## src/rtl/entrada_digito.sv

```systemverilog
// Digit-entry front end: synchronises and debounces the push-button and strobes the latched switch digit once per clean press.
// Optional macro DIGIT_RANGE_CHECK_EN rejects digits above 9 with an `invalido` strobe instead of `insere`.
module entrada_digito #(
    parameter int DEBOUNCE_CYCLES = 16,
    parameter int CNT_W           = 20
) (
    input  logic       clk,
    input  logic       reset,
    input  logic       botao,
    input  logic [3:0] chaves,
    output logic       insere,
    output logic [3:0] numero,
    output logic       invalido
);

    typedef enum logic [1:0] {
        OCIOSO,
        CONF_PRESS,
        PRESSIONADO,
        CONF_SOLTA
    } estado_t;

    // cnt holds the stable samples already seen, so the edge carrying the
    // DEBOUNCE_CYCLES-th consecutive sample is the one that accepts
    localparam logic [CNT_W-1:0] ULTIMO = CNT_W'(DEBOUNCE_CYCLES - 1);

    logic             b_s1, b_s;
    logic [3:0]       c_s1, c_s;
    estado_t          estado, estado_n;
    logic [CNT_W-1:0] cnt, cnt_n, cnt_inc;
    logic             aceita;
    logic             valido;

    assign cnt_inc = (cnt == '1) ? cnt : cnt + CNT_W'(1);

    always_ff @(posedge clk) begin
        if (reset) begin
            b_s1 <= 1'b0;
            b_s  <= 1'b0;
            c_s1 <= '0;
            c_s  <= '0;
        end else begin
            b_s1 <= botao;
            b_s  <= b_s1;
            c_s1 <= chaves;
            c_s  <= c_s1;
        end
    end

    always_ff @(posedge clk) begin
        if (reset) begin
            estado <= PRESSIONADO;
            cnt    <= '0;
        end else begin
            estado <= estado_n;
            cnt    <= cnt_n;
        end
    end

    always_comb begin
        estado_n = estado;
        cnt_n    = cnt;
        aceita   = 1'b0;
        case (estado)
            OCIOSO: begin
                if (b_s) begin
                    if (ULTIMO == '0) begin
                        aceita   = 1'b1;
                        estado_n = PRESSIONADO;
                        cnt_n    = '0;
                    end else begin
                        estado_n = CONF_PRESS;
                        cnt_n    = CNT_W'(1);
                    end
                end
            end
            CONF_PRESS: begin
                if (!b_s) begin
                    estado_n = OCIOSO;
                    cnt_n    = '0;
                end else if (cnt >= ULTIMO) begin
                    aceita   = 1'b1;
                    estado_n = PRESSIONADO;
                    cnt_n    = '0;
                end else begin
                    cnt_n = cnt_inc;
                end
            end
            PRESSIONADO: begin
                if (!b_s) begin
                    if (ULTIMO == '0) begin
                        estado_n = OCIOSO;
                        cnt_n    = '0;
                    end else begin
                        estado_n = CONF_SOLTA;
                        cnt_n    = CNT_W'(1);
                    end
                end
            end
            CONF_SOLTA: begin
                if (b_s) begin
                    estado_n = PRESSIONADO;
                    cnt_n    = '0;
                end else if (cnt >= ULTIMO) begin
                    estado_n = OCIOSO;
                    cnt_n    = '0;
                end else begin
                    cnt_n = cnt_inc;
                end
            end
            default: begin
                estado_n = OCIOSO;
                cnt_n    = '0;
            end
        endcase
    end

`ifdef DIGIT_RANGE_CHECK_EN
    assign valido = (c_s <= 4'd9);

    always_ff @(posedge clk) begin
        if (reset) invalido <= 1'b0;
        else       invalido <= aceita & ~valido;
    end
`else
    assign valido   = 1'b1;
    assign invalido = 1'b0;
`endif

    always_ff @(posedge clk) begin
        if (reset) begin
            insere <= 1'b0;
            numero <= '0;
        end else begin
            insere <= aceita & valido;
            if (aceita & valido) numero <= c_s;
        end
    end

endmodule

```

## config.mk

```make
export PLATFORM = sky130hd
export DESIGN_NAME = entrada_digito
export DESIGN_NICKNAME = d
export VERILOG_FILES = /design/src/rtl/entrada_digito.sv
export SDC_FILE = /design/constraint.sdc
export NUM_CORES = 1
export LEC_CHECK = 0
export CORE_MARGIN = 5
export CORE_UTILIZATION = 56
export CTS_CLUSTER_DIAMETER = 200
export DETAILED_ROUTE_END_ITERATION = 6
export PLACE_DENSITY = 0.77
export SETUP_SLACK_MARGIN = 0.15
export SYNTH_ARGS = -nofsm -noshare
export SYNTH_HDL_FRONTEND = slang
export SYNTH_SLANG_ARGS = --single-unit
```

## constraint.sdc

```tcl
create_clock -name clk -period 2.4 [get_ports clk]
set_clock_uncertainty 0.05 [all_clocks]
set_input_delay 0.48 -clock clk [delete_from_list [all_inputs] [get_ports clk]]
set_output_delay 0.48 -clock clk [all_outputs]
set_load 0.1 [all_outputs]
```

==> results.json, run 1 <==
{
  "status": "finished, final reports clean",
  "postCtsHoldBufs": 0,
  "syn_avg_cell_area_sq_um": 9.828,
  "finalSetupViolations": 0,
  "synth_cell_type_count": 43,
  "hold_path_depth": 1,
  "dr_wl_met3_microns": 148,
  "fmax_mhz": 532.6,
  "final-max-slew-violation-count": 0,
  "layout_common_cells": "37 x dfxtp_1, 11 x nor2b_1, 9 x nand3_1",
  "endpoint": "numero[1]",
  "grt_max_degree": 20,
  "antenna_found_initial": 0,
  "final_common_cell": "dfxtp_1",
  "cts_setup_buffers": 0,
  "insertion_delay_ns": 0.34,
  "fillers": 221,
  "track_usage_pct": 16.33,
  "avgViaCountPerCell": 5.933,
  "top_layer": "met4",
  "rrSetupSlack_ns": 0.52,
  "area_growth_pct": 13.58,
  "slew_headroom_pct": 58.46,
  "cpPeakStageDelay_ns": 0.54,
  "postCtsResizedCells": 0,
  "drt_iter0_markers": 72,
  "yosysSeqAreaShare_pct": 45.68,
  "worst_pin_slew_ns": 0.6231,
  "path_clk_slew_ns": 0.11,
  "fp.dieH_microns": 63.81,
  "routedWlPerCell_microns": 14.60,
  "dieWidth_microns": 63.81,
  "cp_cell_sequence": "ha_1, nand3_1, and3_1, a21oi_1, mux2i_1",
  "p_leak_nw": 0.6191,
  "cts_buffer_depth": 2,
  "rr_worst_depth": 5,
  "syn_area_sq_um": 1622,
  "slowest_stage": "a21oi_1",
  "arrival_ns": 2.11,
  "async_flop_share_pct": 0,
  "coreArea_sq_um": 2758,
  "wl_met1_microns": 1424,
  "grt_pass1_vias": 1203,
  "synth_edf_count": 0,
  "cts_tree": "built",
  "synth.net_count": 173,
  "rows": 19,
  "required_ns": 2.63,
  "ys_ff_latch": 37,
  "holdCritPathClass": "reg -> reg",
  "cp-start-kind": "flip-flop",
  "numPortBuffers": 11,
  "multi_input_area_sq_um": 820.8,
  "htreeDepth": 2,
  "dieArea_sq_um": 4072,
  "drive_above_1_share_pct": 18.44,
  "routed_wl_microns": 3067,
  "floorplan.initialDensity_pct": 58.80,
  "cts.sinks": 37,
  "synth_ff_type": "dfxtp_1",
  "hpwl_microns": 2210,
  "root_buffer": "clkbuf_4",
  "ant_nets": 0,
  "fin_nets": 186,
  "wl_met2_microns": 1437,
  "post-route-period-util_pct": 78.24,
  "fin_tns_setup_ns": 0,
  "path_max_fanout": 5,
  "dr.pass1.iters": 4,
  "seq_area_sq_um": 740.7,
  "postSynthCellCount": 165,
  "drc": 0,
  "grt_pass1_wl_microns": 5423,
  "rsz0062_at_grt": "no",
  "grt_overflow": 0,
  "ioPinCount": 13,
  "max-vdd-ir-drop_mv": 0.7113,
  "ys_warn_count": 0,
  "cp-end-kind": "flip-flop",
  "vias": 1246,
  "final_hold_viol_count": 0,
  "cts_buffers": 5,
  "crit_type": "reg -> reg",
  "worstReg2RegStart": "cnt[1]",
  "place_congestion": 0.8414,
  "diodes": 0,
  "power.density_nw_per_um2": 663.7,
  "fin_crit_ns": 1.878,
  "whs_ns": 0.3969,
  "crit_start": "cnt[1]",
  "maxCapViolCount": 0,
  "r2r_end": "numero[1]"
}
[stage by stage]
step / cell area [sq um] / instances / worst slack (ns) / total power, mW / util, %
3_5_place_dp: 1739 / 202 / 0.4799 / 0.7124 / 63.07
5_1_grt: 1842 / 210 / 0.3538 / 1.275 / 66.79
3_3_place_gp: 1739 / 202 / 0.5330 / 0.7090 / 63.07
6_report: 1842 / 210 / 0.5223 / 1.222 / 66.79
2_1_floorplan: 1622 / 165 / 0.7340 / 0.6935 / -
4_1_cts: 1842 / 210 / 0.5235 / 1.232 / 66.79
[synthesized netlist by cell type, types with 5 or more instances]
master | number | area [sq um]
dfxtp_1 | 37 | 740.7
nor2b_1 | 11 | 68.82
nand3_1 | 9 | 45.04
and2_1 | 8 | 50.05
nand2b_1 | 8 | 50.05
nor2_1 | 8 | 30.03
nor3_2 | 7 | 70.07
a41oi_1 | 5 | 43.79
clkbuf_1 | 5 | 18.77
inv_1 | 5 | 18.77
mux2i_1 | 5 | 50.05
nand4_1 | 5 | 31.28
[worst max-delay path: cells and delay by family, from the launching register on]
family / cells / cell delay, ns
AOI/OAI and AO/OA: 1 / 0.54
adders and majority gates: 1 / 0.21
DFF: 1 / 0.41
muxes: 1 / 0.24
and+or+nand+nor: 2 / 0.37
[cell families after synthesis]
kind of cell / share of synthesized area [%]
other: 0.2313
XOR/XNOR: 2.084
adder cells (fa/ha/maj): 0.7715
multiplexers: 3.087
AND/OR/NAND/NOR: 30.33
AO/OA/AOI/OAI: 14.12
buffers and inverters: 3.704
flip-flops: 45.68
[how the worst min path moves through the flow]
stage / start / to / slack, ns
final: c_s1[2] / c_s[2] / 0.40
after global routing: c_s1[1] / c_s[1] / 0.42
after CTS: c_s1[2] / c_s[2] / 0.40
after detailed placement: c_s1[2] / c_s[2] / 0.37
after global placement: c_s1[0] / c_s[0] / 0.37
after floorplan: b_s1 / b_s / 0.36
[power by group]
part           leakage [nW]  internal [mW]  switching, mW
logic                 0.263         0.0262         0.0385
registers             0.301          0.625        0.00807
clock network        0.0552          0.323          0.202
[area by class of cell]
class | count | area share [%]
sequential | 37 | 40.22
clock buffer | 5 | 2.038
clock inverter | 3 | 3.533
inverter | 5 | 1.019
timing repair buffer | 14 | 6.522
tap | 31 | 2.106
multi-input combinational | 115 | 44.57
[metal layers]
metal  up-vias  global-route usage (%)
li1        626                       -
met1       579                   21.24
met2        33                   24.87
met3         8                   4.028
met4         0                   8.571
met5         -                       0
[sequential cells by signal (all words and copies together) (netlist names), named ones only]
signal	count
b_s1	1
estado	1
cnt	20
c_s	4
numero	4
b_s	1
c_s1	4
insere	1
Power figures use the tool's default switching activity.
==> inputs of run 2 (changes only) <==
--- a/config.mk
+++ b/config.mk
@@ -6,10 +6,10 @@
 export NUM_CORES = 1
 export LEC_CHECK = 0
 export CORE_MARGIN = 5
-export CORE_UTILIZATION = 56
+export CORE_UTILIZATION = 51
 export CTS_CLUSTER_DIAMETER = 200
 export DETAILED_ROUTE_END_ITERATION = 6
-export PLACE_DENSITY = 0.77
+export PLACE_DENSITY = 0.74
 export SETUP_SLACK_MARGIN = 0.15
 export SYNTH_ARGS = -nofsm -noshare
 export SYNTH_HDL_FRONTEND = slang
==> constraint.sdc (replaced) <==
create_clock -name clk -period 1.5 [get_ports clk]
set_clock_uncertainty 0.05 [all_clocks]
set_input_delay 0.3 -clock clk [delete_from_list [all_inputs] [get_ports clk]]
set_output_delay 0.3 -clock clk [all_outputs]
set_load 0.1 [all_outputs]
==> results.json, run 2 (same netlist as run 1, synthesis figures left out) <==
{
  "status": "finished, violations left",
  "failed_checks": "negative setup slack",
  "dieWidth_microns": 66.39,
  "final_common_cell": "buf_4",
  "holdCritPathClass": "reg -> reg",
  "diodes": 0,
  "worstHoldEndpoint": "c_s[1]",
  "cts_buffers": 5,
  "hold_path_depth": 1,
  "finalWorstSetupSlack_ns": -0.1801,
  "grt_pass1_vias": 1546,
  "place_congestion": 0.9363,
  "final-max-slew-violation-count": 0,
  "power.density_nw_per_um2": 767.0,
  "rr_worst_depth": 5,
  "maxCapViolCount": 0,
  "power_frac_seq_pct": 53.7,
  "fin_tns_setup_ns": -2.803,
  "rsz0062_at_grt": "yes",
  "cts_buffer_depth": 2,
  "rrSetupSlack_ns": -0.18,
  "place_ws_ns": -0.1515,
  "p_leak_nw": 0.8763,
  "switching_share_pct": 24.41,
  "power_switching_uw": 461.5,
  "hpwl_microns": 2855,
  "drc": 0,
  "grt_max_degree": 14,
  "floorplan.initialDensity_pct": 53.11,
  "worstReg2RegStart": "cnt[7]",
  "fin_nets": 228,
  "fmax_mhz": 595.2,
  "ioPinCount": 13,
  "routedWlPerCell_microns": 16.98,
  "cp-start-kind": "flip-flop",
  "avgViaCountPerCell": 5.725,
  "min_from": "c_s1[1]",
  "grt_overflow": 0,
  "root_buffer": "clkbuf_4",
  "htreeDepth": 2,
  "vias": 1517,
  "drive_above_1_share_pct": 49.32,
  "finalPower_mw": 1.890,
  "required_ns": 1.72,
  "fin_crit_ns": 1.680,
  "drt_iter0_markers": 63,
  "antenna_found_initial": 0,
  "grt_pass1_wl_microns": 7141,
  "insertion_delay_ns": 0.35,
  "fp.dieH_microns": 66.39,
  "crit_start": "cnt[7]",
  "routed_wl_microns": 4501,
  "max-vdd-ir-drop_mv": 0.6085,
  "dp.cells": 252,
  "dieArea_sq_um": 4407,
  "fin_cells": 265,
  "pwr-share-comb_pct": 8.5,
  "layout_common_cells": "33 x buf_4, 28 x dfxtp_1, 11 x nor2b_1",
  "p_int_mw": 1.429,
  "cts_tree": "built",
  "largest_register_ffs": 20,
  "cp-end-kind": "flip-flop",
  "path_clk_slew_ns": 0.13,
  "numPortBuffers": 11,
  "final_hold_viol_count": 0,
  "r2r_end": "cnt[15]",
  "largest-register": "cnt",
  "cts.sinks": 37,
  "rows": 20,
  "arrival_ns": 1.90,
  "crit_type": "reg -> reg",
  "path_max_fanout": 7,
  "area_growth_pct": 52.01,
  "track_usage_pct": 21.10,
  "ant_nets": 0,
  "pwr-share-clk_pct": 37.8,
  "postCtsHoldBufs": 0,
  "dr.pass1.iters": 4,
  "finalSetupViolations": 22,
  "coreArea_sq_um": 3053,
  "post-route-period-util_pct": 112.0
}
==> run 2: cell types whose count changed in the layout (fill, tap and decap cells not counted), sizes merged <==
cell | previous run | this run
buf | 8 | 50
clkinvlp | 0 | 1
bufinv | 2 | 1
==> run 2: area by class of cell <==
class | count | area [sq um]
Multi-Input combinational cell | 115 | 1007
Sequential cell | 37 | 754.5
Fill cell | 194 | 588.1
Timing Repair Buffer | 56 | 545.5
Tap cell | 44 | 55.05
Clock inverter | 3 | 46.29
Clock buffer | 5 | 37.54
Inverter | 5 | 18.77
==> run 2: power groups by stage <==
stage	registers, mW	clock network, mW	logic, mW
after CTS	1.01	0.718	0.149
after detailed placement	1.04	0	0.130
final	1.01	0.714	0.162
after global routing	1.02	0.776	0.173
after floorplan	1.04	0	0.0786
after global placement	1.03	0	0.125
==> run 2: stage by stage <==
| step | utilization [%] | hold slack [ns] | instance area (sq um) |
|---|---|---|---|
| global placement | 69.30 | 0.3659 | 2116 |
| global route | 80.74 | 0.4236 | 2465 |
| CTS | 77.79 | 0.4106 | 2375 |
| floorplan | - | 0.3638 | 1642 |
| finish | 80.74 | 0.4054 | 2465 |
| detailed placement | 69.30 | 0.3827 | 2116 |
==> run 2: how the worst max path moves through the flow <==
stage                     slack (ns)  depth (start not counted)   endpoint
after global routing           -0.24                          7     cnt[3]
after global placement         -0.13                          6     cnt[1]
final                          -0.18                          5    cnt[15]
after CTS                      -0.15                          6  numero[0]
after detailed placement       -0.15                          5     cnt[7]
after floorplan                -0.08                          5    cnt[12]
==> run 2: worst max-delay path, stage by stage, from the launching register on <==
cell,delay (ns)
dfxtp_2,0.34
or4_4,0.54
nor2_4,0.16
a41oi_4,0.16
buf_6,0.18
nor3_2,0.16
==> run 2: what timing repair did <==
action	CTS	global route
setup endpoints to repair	27	27
buffers inserted	2	2
pin swaps	12	10
resized for setup	29	19
gates cloned	0	1
==> run 2: routing by layer <==
metal  routed length [microns]  global-route usage [%]  share of wire (%)
met1                      1921                   25.03                 43
met2                      2310                   37.30                 51
met3                       188                   3.912                4.2
met4                        80                   7.868                1.8
met5                         0                       0                  0
==> inputs of run 3 (changes only) <==
--- a/config.mk
+++ b/config.mk
@@ -9,6 +9,7 @@
 export CORE_UTILIZATION = 51
 export CTS_CLUSTER_DIAMETER = 200
 export DETAILED_ROUTE_END_ITERATION = 6
+export HOLD_SLACK_MARGIN = 0.03
 export PLACE_DENSITY = 0.74
 export SETUP_SLACK_MARGIN = 0.15
 export SYNTH_ARGS = -nofsm -noshare
==> results of run 3 <==
Same layout as run 2: the final DEF is identical, and so are final timing and power.
